File: src/rtl/mix_column_sequencer.sv
// ---------------------------------------------------------------------------
// mix_column_sequencer
//
// Purpose:
//   Time-multiplexes one shared single-column MixColumn engine over the four
//   32-bit columns of a 128-bit AES state. A state is accepted on an
//   in_valid/in_ready handshake, its columns are issued to the engine in
//   order 0..3, the engine results are collected, and the mixed state is
//   returned on an out_valid/out_ready handshake. A bypass path returns the
//   state unmixed (final round) without ever driving the engine.
//
// Parameters:
//   PIPE      0 = engine is combinational, col_out belongs to the column
//                 issued in the same cycle.
//             1 = engine result is registered externally, col_out belongs to
//                 the column issued one cycle earlier.
//
// Ports:
//   clk        in   1    clock, all state on rising edge
//   rst_n      in   1    asynchronous active-low reset
//   in_valid   in   1    input state valid
//   in_ready   out  1    sequencer can accept a state (IDLE only)
//   in_data    in   128  state; column k = in_data[127-32k -: 32]
//   in_dec     in   1    1 = InvMixColumns, 0 = MixColumns (sampled on accept)
//   in_bypass  in   1    1 = pass state through unmixed (sampled on accept)
//   col_in     out  32   column presented to the shared engine (0 when idle)
//   col_dec    out  1    mode presented to the shared engine
//   col_out    in   32   engine result
//   out_valid  out  1    result valid
//   out_ready  in   1    downstream accepts result
//   out_data   out  128  mixed or bypassed state, same ordering as in_data
//   busy       out  1    high in any state other than IDLE
// ---------------------------------------------------------------------------
module mix_column_sequencer #(
    parameter int unsigned PIPE = 0
) (
    input  logic         clk,
    input  logic         rst_n,
    input  logic         in_valid,
    output logic         in_ready,
    input  logic [127:0] in_data,
    input  logic         in_dec,
    input  logic         in_bypass,
    output logic [31:0]  col_in,
    output logic         col_dec,
    input  logic [31:0]  col_out,
    output logic         out_valid,
    input  logic         out_ready,
    output logic [127:0] out_data,
    output logic         busy
);

    localparam logic [1:0] S_IDLE  = 2'd0;
    localparam logic [1:0] S_ISSUE = 2'd1;
    localparam logic [1:0] S_DRAIN = 2'd2;
    localparam logic [1:0] S_DONE  = 2'd3;

    logic [1:0]   r_state;
    logic [1:0]   r_idx;
    logic [127:0] r_src;
    logic [127:0] r_res;
    logic         r_dec;
    logic [31:0]  r_col_in;
    logic         r_in_ready;
    logic         r_out_valid;
    logic         r_busy;

    logic         w_accept;
    logic [1:0]   w_state_nxt;
    logic [1:0]   w_idx_nxt;
    logic [31:0]  w_col_nxt;
    logic         w_wr_en;
    logic [1:0]   w_wr_idx;

    // Column k of a state, column 0 in the most significant word.
    function automatic logic [31:0] col_sel(input logic [127:0] d, input logic [1:0] k);
        logic [31:0] c;
        case (k)
            2'd0:    c = d[127:96];
            2'd1:    c = d[95:64];
            2'd2:    c = d[63:32];
            default: c = d[31:0];
        endcase
        return c;
    endfunction

    assign w_accept = in_valid & r_in_ready;

    // Next-state / issue / write-back decode. col_in is registered, so the
    // column for the next ISSUE cycle is selected here from the next index.
    always_comb begin
        w_state_nxt = r_state;
        w_idx_nxt   = r_idx;
        w_col_nxt   = '0;
        w_wr_en     = 1'b0;
        w_wr_idx    = r_idx;
        case (r_state)
            S_IDLE: begin
                if (w_accept) begin
                    if (in_bypass) begin
                        w_state_nxt = S_DONE;
                    end else begin
                        w_state_nxt = S_ISSUE;
                        w_idx_nxt   = 2'd0;
                        w_col_nxt   = in_data[127:96];
                    end
                end
            end
            S_ISSUE: begin
                // With a registered engine the result arriving now belongs
                // to the previous column; column 0's slot carries no result.
                if (PIPE == 0) begin
                    w_wr_en  = 1'b1;
                    w_wr_idx = r_idx;
                end else begin
                    w_wr_en  = (r_idx != 2'd0);
                    w_wr_idx = r_idx - 2'd1;
                end
                if (r_idx == 2'd3) begin
                    w_state_nxt = (PIPE == 0) ? S_DONE : S_DRAIN;
                    w_idx_nxt   = 2'd0;
                end else begin
                    w_idx_nxt = r_idx + 2'd1;
                    w_col_nxt = col_sel(r_src, r_idx + 2'd1);
                end
            end
            S_DRAIN: begin
                w_wr_en     = 1'b1;
                w_wr_idx    = 2'd3;
                w_state_nxt = S_DONE;
            end
            S_DONE: begin
                if (out_ready) begin
                    w_state_nxt = S_IDLE;
                end
            end
            default: begin
                w_state_nxt = S_IDLE;
            end
        endcase
    end

    // All outputs come straight from registers decoded from the next state.
    always_ff @(posedge clk or negedge rst_n) begin
        if (!rst_n) begin
            r_state     <= S_IDLE;
            r_idx       <= '0;
            r_src       <= '0;
            r_res       <= '0;
            r_dec       <= 1'b0;
            r_col_in    <= '0;
            r_in_ready  <= 1'b1;
            r_out_valid <= 1'b0;
            r_busy      <= 1'b0;
        end else begin
            r_state     <= w_state_nxt;
            r_idx       <= w_idx_nxt;
            r_col_in    <= w_col_nxt;
            r_in_ready  <= (w_state_nxt == S_IDLE);
            r_out_valid <= (w_state_nxt == S_DONE);
            r_busy      <= (w_state_nxt != S_IDLE);
            if (w_accept) begin
                r_src <= in_data;
                r_dec <= in_dec;
                if (in_bypass) begin
                    r_res <= in_data;
                end
            end
            if (w_wr_en) begin
                case (w_wr_idx)
                    2'd0:    r_res[127:96] <= col_out;
                    2'd1:    r_res[95:64]  <= col_out;
                    2'd2:    r_res[63:32]  <= col_out;
                    default: r_res[31:0]   <= col_out;
                endcase
            end
        end
    end

    assign in_ready  = r_in_ready;
    assign out_valid = r_out_valid;
    assign busy      = r_busy;
    assign col_in    = r_col_in;
    assign col_dec   = r_dec;
    assign out_data  = r_res;

endmodule
File: config.mk
export PLATFORM = sky130hd
export DESIGN_NAME = mix_column_sequencer
export DESIGN_NICKNAME = d
export VERILOG_FILES = /design/src/rtl/mix_column_sequencer.sv
export SDC_FILE = /design/constraint.sdc
export NUM_CORES = 1
export LEC_CHECK = 0
export BUFFER_PORTS_ARGS = -buffer_cell sky130_fd_sc_hd__clkbuf_2
export CORE_MARGIN = 10
export CORE_UTILIZATION = 33
export DETAILED_ROUTE_END_ITERATION = 10
export PLACE_DENSITY_LB_ADDON = 0.12
export SLEW_MARGIN = 20
export SYNTH_ARGS = -nofsm -noshare
export SYNTH_HDL_FRONTEND = slang
export SYNTH_SLANG_ARGS = --single-unit
File: constraint.sdc
create_clock -name clk -period 5.8 [get_ports clk]
set_clock_uncertainty 0.2 [all_clocks]
set_input_delay 0.58 -clock clk [delete_from_list [all_inputs] [get_ports clk]]
set_output_delay 0.58 -clock clk [all_outputs]
set_load 0.01 [all_outputs]
==> impl_metrics.yaml, run 1 <==
outcome:
  outcome: "finished clean"
floorplan:
  die_y_um: 221
  die_area_mm2: 0.0488
  coreArea_mm2: 0.0398
  rows: 73
  initial_core_util_pct: 33.5
  num_io_pins: 330
  die_w_um: 221
worst_setup_path:
  crit_chain: "and3_4, buf_12, mux2_4, mux2_2"
  cpPeakStageDelay_ns: 0.62
  cpLargestDelayFamily: "simple AND/OR/NAND/NOR gates"
  required_ns: 6.00
  rrSetupSlack_ns: 3.07
  worstPathArrival_ns: 2.93
  timing.rr.start: "in_ready$_DFF_PN1_"
  startpoint_type: "flop"
  crit_start: "in_ready$_DFF_PN1_"
  crit_slowest_cell: "and3_4"
  cp_max_fo: 60
  worstReg2RegEnd: "out_data[18]$_DFF_PN0_"
  path_class: "flop to flop"
  worst-path-buf-inv: 1
  reg2reg_depth: 4
  end_kind: "flop"
layout:
  fillCellCount: 3907
  finalNetCount: 1533
  layout.cells.non_filler: 1909
  area_delta_synth_final_pct: 24.4
  n_antenna_cell: 0
  layout_commonest_cell: "clkbuf_2"
  design_area_mm2: 0.0166
  seqCellArea_mm2: 0.00741
  multi_input_comb_area_mm2: 0.00554
  drive_above_1_share_pct: 43.7
  final_cell_mix: "clkbuf_2, dfrtp_1, mux2_2"
yosys:
  synthesis.area_mm2: 0.0133
  synth_top_area_share_pct: 55.4
  synth_cell_type_count: 34
  synth_nets: 1230
  avgSynthCellArea_um2: 12.6
  synthCells: 1055
  yosysWarnings: 0
  ys_ff_latch: 296
  ys_top_cells_by_area: "dfrtp_1, mux2_2, mux2i_1"
  yosysTopAreaCell: "dfrtp_1"
  yosysSeqAreaShare_pct: 55.6
min_path:
  holdPathEnd: "col_dec$_DFFE_PN0P_"
  worstHoldStart: "in_dec"
  hold_depth: 2
  hp-class: "input port to flop"
sta:
  setup_viol: 0
  final_hold_viol_count: 0
  final.setup.worst_slack_ns: 3.07
  maxSlewHeadroom_pct: 24.2
  post-route-period-util_pct: 47.0
  timing.hold.ws_ns: 0.0814
  maxSlewViolCount: 0
  finalCriticalPeriod_ns: 2.73
  rsz0062_at_grt: "false"
  setup_tns_ns: 0
  fmax_mhz: 367
  tightest_slew_ns: 1.14
clock_network:
  post_cts_buffers: 0
  cts_tree: "done"
  path_clk_slew_ns: 0.06
  cts_sinks: 296
  clockBufferDepth: 3
  ctsHoldBuffers: 1
  post_cts_resized: 0
  clockRootBuffer: "clkbuf_16"
  clock_latency_ns: 0.53
  h-tree-depth: 2
  cts_made_buffers: 35
route:
  wl_per_cell_um: 21.9
  detail-route-antenna-nets: 0
  route.detailed.drc: 0
  first_pass_iters: 4
  viasPerCell: 4.91
  drt-initial-drc-count: 452
  vias: 9376
  wl_mm: 41.9
power_and_ir_drop:
  ir_drop_uv: 263
  powerDensity_mw_per_mm2: 592
  leakage_nw: 7.59
grt:
  grt_pass1_vias: 10300
  grt_overflow: 0
  antenna_found_initial: 1
  grt_pass1_wl_mm: 65.3
  grt.total_usage_pct: 16.8
  grt_max_degree: 141
placed_design:
  placed_area_mm2: 0.0154
  routabilityCongestion: 0.743
  io_buffer_count: 329
  pre_cts_ws_ns: 2.88
  hpwlAfterDp_mm: 28.4
  placed_cells: 1844
run:
  drv_cap: 0
[cells in the mapped netlist]
cell	n
o211ai_1	1
buf_2	21
buf_1	3
ha_1	9
and3_1	1
nor2_1	3
nor2b_1	1
a211oi_4	1
dfstp_2	1
mux2_2	161
o21a_1	1
o21ai_1	1
o21ai_0	96
a211oi_1	1
mux2i_1	96
a21oi_1	33
nand2_1	132
and4bb_2	1
inv_1	5
nor4b_4	1
mux2_4	32
nor4bb_1	1
buf_6	11
a21o_1	1
nand3_1	2
o211a_1	2
dfrtp_1	295
nand2b_1	33
a32o_1	33
a22o_1	2
clkbuf_1	39
buf_12	2
and4b_1	1
a22oi_1	32
[metrics by stage]
| stage | util (%) | total power, mW |
|---|---|---|
| 4_1_cts | 41.6 | 9.98 |
| 3_5_place_dp | 38.7 | 7.73 |
| 6_report | 41.6 | 9.81 |
| 3_3_place_gp | 38.6 | 7.63 |
| 5_1_grt | 41.6 | 10.5 |
| 2_1_floorplan | - | 6.17 |
[flip-flops by register name, summed over array words and instances, names as in the netlist]
| register | count |
|---|---|
| r_state | 2 |
| out_data | 128 |
| col_dec | 1 |
| out_valid | 1 |
| r_src | 128 |
| in_ready | 1 |
| col_in | 32 |
| r_idx | 2 |
| busy | 1 |
[where the power goes]
part           switching, mW  internal, mW
Clock                  0.872          1.32
Combinational           2.06          1.87
Sequential             0.569          3.13
Total                   3.50          6.31
[worst register-to-register path: stages, from the launching register on]
cell     delay [ns]
dfstp_2        0.60
and3_4         0.62
buf_12         0.43
mux2_4         0.49
mux2_2         0.26
[how the worst max path moves through the flow]
stage                                         end  slack, ns  cells after the start
after floorplan            out_data[44]$_DFF_PN0_       3.83                      7
after global placement     out_data[24]$_DFF_PN0_       2.93                      5
after detailed placement  out_data[100]$_DFF_PN0_       2.88                      5
after CTS                  out_data[97]$_DFF_PN0_       2.87                      5
after global routing       out_data[24]$_DFF_PN0_       2.98                      4
final                      out_data[18]$_DFF_PN0_       3.07                      4
[area by class of cell]
type | instances | area share [%]
Tap cell | 525 | 3.96
Sequential cell | 296 | 44.7
Multi-Input combinational cell | 678 | 33.4
Clock buffer | 56 | 6.74
Clock inverter | 7 | 0.242
Inverter | 5 | 0.113
Timing Repair Buffer | 342 | 10.9
[kinds of logic after synthesis]
group	Yosys count	synth area share, %
AND/OR/NAND/NOR	176	5.95
buffers and inverters	81	3.34
flip-flops	296	55.6
multiplexers	289	24.4
AO/OA/AOI/OAI	204	9.82
adder cells (fa/ha/maj)	9	0.845
[metal layers]
layer / routed length, um / GRT usage [%] / up-vias
li1: - / - / 4378
met1: 19300 / 22.1 / 4687
met2: 19200 / 26.4 / 255
met3: 2560 / 4.76 / 54
met4: 821 / 4.95 / 2
met5: 12 / 0 / -
No activity file was read; power rests on OpenSTA's default activity.
==> run 2: changes to the inputs <==
Clock period 5.8 ns to 2.35 ns, I/O delays scaled along.
==> impl_metrics.yaml, run 2 (synthesis results as in run 1) <==
route:
  wl_mm: 44.6
  vias: 10300
  route.detailed.drc: 0
  viasPerCell: 4.89
  first_pass_iters: 5
  wl_per_cell_um: 21.2
  detail-route-antenna-nets: 0
  drt-initial-drc-count: 567
run:
  drv_cap: 0
sta:
  timing.hold.ws_ns: 0.0514
  setup_viol: 0
  maxSlewHeadroom_pct: 62.1
  maxSlewViolCount: 0
  rsz0062_at_grt: "false"
  setup_tns_ns: 0
  finalCriticalPeriod_ns: 2.09
  post-route-period-util_pct: 89.0
  tightest_slew_ns: 0.568
  final_hold_viol_count: 0
  fmax_mhz: 478
power_and_ir_drop:
  ir_drop_uv: 753
  leakage_nw: 8.46
  powerDensity_mw_per_mm2: 1340
grt:
  grt_overflow: 0
  grt_pass1_vias: 11200
  antenna_found_initial: 3
  grt_pass1_wl_mm: 69.1
  grt.total_usage_pct: 17.8
  grt_max_degree: 65
layout:
  area_delta_synth_final_pct: 39.6
  drive_above_1_share_pct: 40.0
  final_cell_mix: "clkbuf_2, dfrtp_1, dlygate4sd3_1"
  layout.cells.non_filler: 2103
  finalNetCount: 1724
  layout_commonest_cell: "clkbuf_2"
clock_network:
  ctsHoldBuffers: 162
  cts_tree: "done"
  post_cts_buffers: 0
  h-tree-depth: 2
  path_clk_slew_ns: 0.06
  clockRootBuffer: "clkbuf_16"
  cts_sinks: 296
  clockBufferDepth: 3
  post_cts_resized: 0
  cts_made_buffers: 36
  clock_latency_ns: 0.54
floorplan:
  initial_core_util_pct: 33.5
  die_w_um: 221
  num_io_pins: 330
  die_area_mm2: 0.0488
  die_y_um: 221
  coreArea_mm2: 0.0398
  rows: 73
worst_setup_path:
  end_kind: "flop"
  reg2reg_depth: 5
  worstPathArrival_ns: 2.30
  path_class: "flop to flop"
  required_ns: 2.56
  startpoint_type: "flop"
  cp_max_fo: 54
min_path:
  hp-class: "input port to async pin"
outcome:
  outcome: "finished clean"
placed_design:
  hpwlAfterDp_mm: 30.3
  routabilityCongestion: 0.753
  placed_cells: 1874
  io_buffer_count: 329
-- run 2: layout make-up --
cell class / instances / area [um^2]
inverters: 5 / 18.8
diodes: 2 / 5.00
multi-input cells: 678 / 5540
well taps: 525 / 657
flip-flops and latches: 296 / 7410
fillers: 3719 / 21200
clock inverters: 10 / 110
repair buffers: 532 / 3810
clock buffers: 55 / 1050
-- run 2: final timing paths --
check	startpoint	endpoint	slack [ns]
min in group clk	in_valid	r_state[0]$_DFF_PN0_	0.06
max in group asynchronous	rst_n	col_in[19]$_DFF_PN0_	1.16
max reg2reg	r_state[0]$_DFF_PN0_	out_data[42]$_DFF_PN0_	0.26
min	rst_n	r_src[62]$_DFFE_PN0P_	0.05
max	r_state[0]$_DFF_PN0_	out_data[42]$_DFF_PN0_	0.26
min reg2reg	r_src[27]$_DFFE_PN0P_	r_src[27]$_DFFE_PN0P_	0.29
-- run 2: where the power goes --
group | total, mW | internal (mW) | switching [mW]
Clock | 5.51 | 3.32 | 2.20
Combinational | 10.4 | 5.06 | 5.35
Sequential | 9.07 | 7.72 | 1.35
Total | 25.0 | 16.1 | 8.89
-- run 2: worst max-delay path: stages (launching register included) --
cell and delay (ns):
dfrtp_1 0.37, inv_1 0.08, ha_1 0.37, nor4bb_4 0.43
buf_12 0.32, o21ai_0 0.15
-- run 2: stage by stage --
step           util (%)  setup WS (ns)  instance area (um^2)  power, mW
2_1_floorplan         -          0.383                 13300       15.2
3_3_place_gp       39.6         0.0846                 15800       19.3
3_5_place_dp       39.7          0.217                 15800       19.5
4_1_cts            46.7          0.225                 18600       25.4
5_1_grt            46.7          0.134                 18600       26.7
6_report           46.7          0.259                 18600       25.0
-- run 2: per-layer routing --
metal	track usage (%)	vias to the layer above	routed length [um]
li1	-	4760	-
met1	22.7	5154	19600
met2	29.1	309	21300
met3	4.60	64	2720
met4	5.37	2	980
met5	0	-	11
==> run 3: changes to the inputs <==
Settings changed: ABC_AREA set to 1, REMOVE_ABC_BUFFERS set to 1.
==> impl_metrics.yaml, run 3 <==
sta:
  tightest_slew_ns: 0.973
  post-route-period-util_pct: 91.7
  setup_viol: 0
  rsz0062_at_grt: "false"
  maxSlewViolCount: 0
  final_hold_viol_count: 0
  finalCriticalPeriod_ns: 2.15
  fmax_mhz: 464
  maxSlewHeadroom_pct: 35.1
layout:
  drive_above_1_share_pct: 19.3
  layout.cells.non_filler: 2794
  final_cell_mix: "nand2_1, clkbuf_2, dfrtp_1"
  layout_commonest_cell: "nand2_1"
  finalNetCount: 2413
  area_delta_synth_final_pct: 37.8
route:
  detail-route-antenna-nets: 0
  drt-initial-drc-count: 917
  route.detailed.drc: 0
  first_pass_iters: 5
  wl_per_cell_um: 17.7
  wl_mm: 49.5
  viasPerCell: 4.66
  vias: 13000
power_and_ir_drop:
  powerDensity_mw_per_mm2: 1320
  leakage_nw: 10.5
  power_mw: 25.0
  ir_drop_uv: 647
yosys:
  synth-simple-area-share_pct: 24.8
  synthesis.area_mm2: 0.0137
  synth_edf_count: 0
  ys_ff_latch: 296
  async_reset_ff_share_pct: 100
  avgSynthCellArea_um2: 7.76
  synthCells: 1772
  synth_top_family_by_area: "simple AND/OR/NAND/NOR gates"
  synth_top_area_share_pct: 53.7
  yosysSeqAreaShare_pct: 53.9
  synthAdderAreaFrac_pct: 0.819
  synth_cell_type_count: 25
  synth_xor_xnor_area_share_pct: 0
  synthTopCellsByCount: "nand2_1, dfrtp_1, inv_1"
  synth_compound_gate_area_share_pct: 10.5
  yosysWarnings: 0
  ys_top_cells_by_area: "dfrtp_1, nand2_1, inv_1"
  synth_ff_type: "dfrtp_1"
  synth.most_common_cell: "nand2_1"
  yosysTopAreaCell: "dfrtp_1"
  synth.area.mux_share_pct: 0
clock_network:
  cts_tree: "done"
  clockBufferDepth: 3
  cts_sinks: 296
  cts_made_buffers: 36
  h-tree-depth: 2
  post_cts_buffers: 0
  clock_latency_ns: 0.53
  clockRootBuffer: "clkbuf_16"
  path_clk_slew_ns: 0.06
worst_setup_path:
  timing.rr.start: "r_idx[1]$_DFFE_PN0P_"
  path_depth: 6
  end_kind: "flop"
  cp_max_fo: 32
  worst-path-buf-inv: 1
  crit_slowest_cell: "ha_2"
  crit_chain: "inv_1, ha_2, a21oi_1, nand3_1, nand2_1, o21ai_1"
  path_class: "flop to flop"
  cpLargestDelayFamily: "adder cells"
  startpoint_type: "flop"
  crit_start: "r_idx[1]$_DFFE_PN0P_"
  required_ns: 2.58
  reg2reg_depth: 6
  worstPathArrival_ns: 2.38
  cpPeakStageDelay_ns: 0.84
grt:
  grt.total_usage_pct: 19.5
  grt_max_degree: 152
  grt_pass1_wl_mm: 77.5
  grt_pass1_vias: 13300
  antenna_found_initial: 1
  grt_overflow: 0
floorplan:
  die_y_um: 224
  die_w_um: 224
  initial_core_util_pct: 33.5
  rows: 74
  coreArea_mm2: 0.0410
  die_area_mm2: 0.0502
  num_io_pins: 330
placed_design:
  hpwlAfterDp_mm: 32.7
  io_buffer_count: 329
  placed_cells: 2569
  routabilityCongestion: 0.799
run:
  drv_cap: 0
min_path:
  hp-class: "input port to async pin"
outcome:
  outcome: "finished clean"
## run 3: cell type report
cell class | count | area [um^2]
fillers | 4059 | 22100
flip-flops and latches | 296 | 7410
multi-input cells | 1137 | 5010
repair buffers | 529 | 3770
clock buffers | 53 | 1060
inverters | 238 | 893
well taps | 532 | 666
clock inverters | 8 | 143
diodes | 1 | 2.50
## run 3: where the power goes
group	leakage (nW)	switching (mW)	total [mW]	internal, mW
combinational	6.27	6.36	10.3	3.92
clock	0.585	2.17	5.71	3.54
sequential	3.60	1.41	9.01	7.59
total	10.5	9.94	25.0	15.0
## run 3: path summary, 6_finish.rpt
check	to	slack (ns)
max	col_in[24]$_DFF_PN0_	0.20
min	out_data[48]$_DFF_PN0_	0.05
max reg2reg	col_in[24]$_DFF_PN0_	0.20
min reg2reg	r_src[97]$_DFFE_PN0P_	0.28
max in group asynchronous	col_in[7]$_DFF_PN0_	1.12
min in group clk	r_state[0]$_DFF_PN0_	0.11
## run 3: worst register-to-register path: cells and delay by family, from the launching register on
kind	cells	cell delay (ns)
compound gates	2	0.28
fa+ha+maj	1	0.84
buf+inv	1	0.13
flops	1	0.48
simple gates	2	0.14
## run 3: metrics by stage
stage	setup TNS (ns)	instance area, um^2	setup slack [ns]	hold WS (ns)	util [%]
2_1_floorplan	-155.70	13300	-1.20	-0.261	-
3_3_place_gp	0	16100	0.219	0.0185	39.3
3_5_place_dp	0	16100	0.125	0.0275	39.3
4_1_cts	0	18900	0.116	0.0621	46.2
5_1_grt	0	18900	0.0201	0.0977	46.2
6_report	0	18900	0.196	0.0490	46.2
## run 3: kinds of logic (layout without fill, tap and decap cells)
group                    after synthesis  after routing
adder cells (fa/ha/maj)                9              9
flip-flops                           296            296
AO/OA/AOI/OAI                        275            275
AND/OR/NAND/NOR                      853            853
other                                  0              1
buffers and inverters                339            828
## run 3: repair_timing
action,in CTS,in global routing
endpoints found under the setup margin,0,1
hold buffers,163,0
gates resized for setup,0,1
endpoints found under the hold margin,564,0
## run 3: metal layers
| metal | part of all wire [%] | up-vias | GRT usage, % |
|---|---|---|---|
| li1 | - | 6430 | - |
| met1 | 45 | 6129 | 25.5 |
| met2 | 47 | 385 | 31.8 |
| met3 | 6.2 | 68 | 4.25 |
| met4 | 2.1 | 0 | 5.62 |
| met5 | 0 | - | 0 |
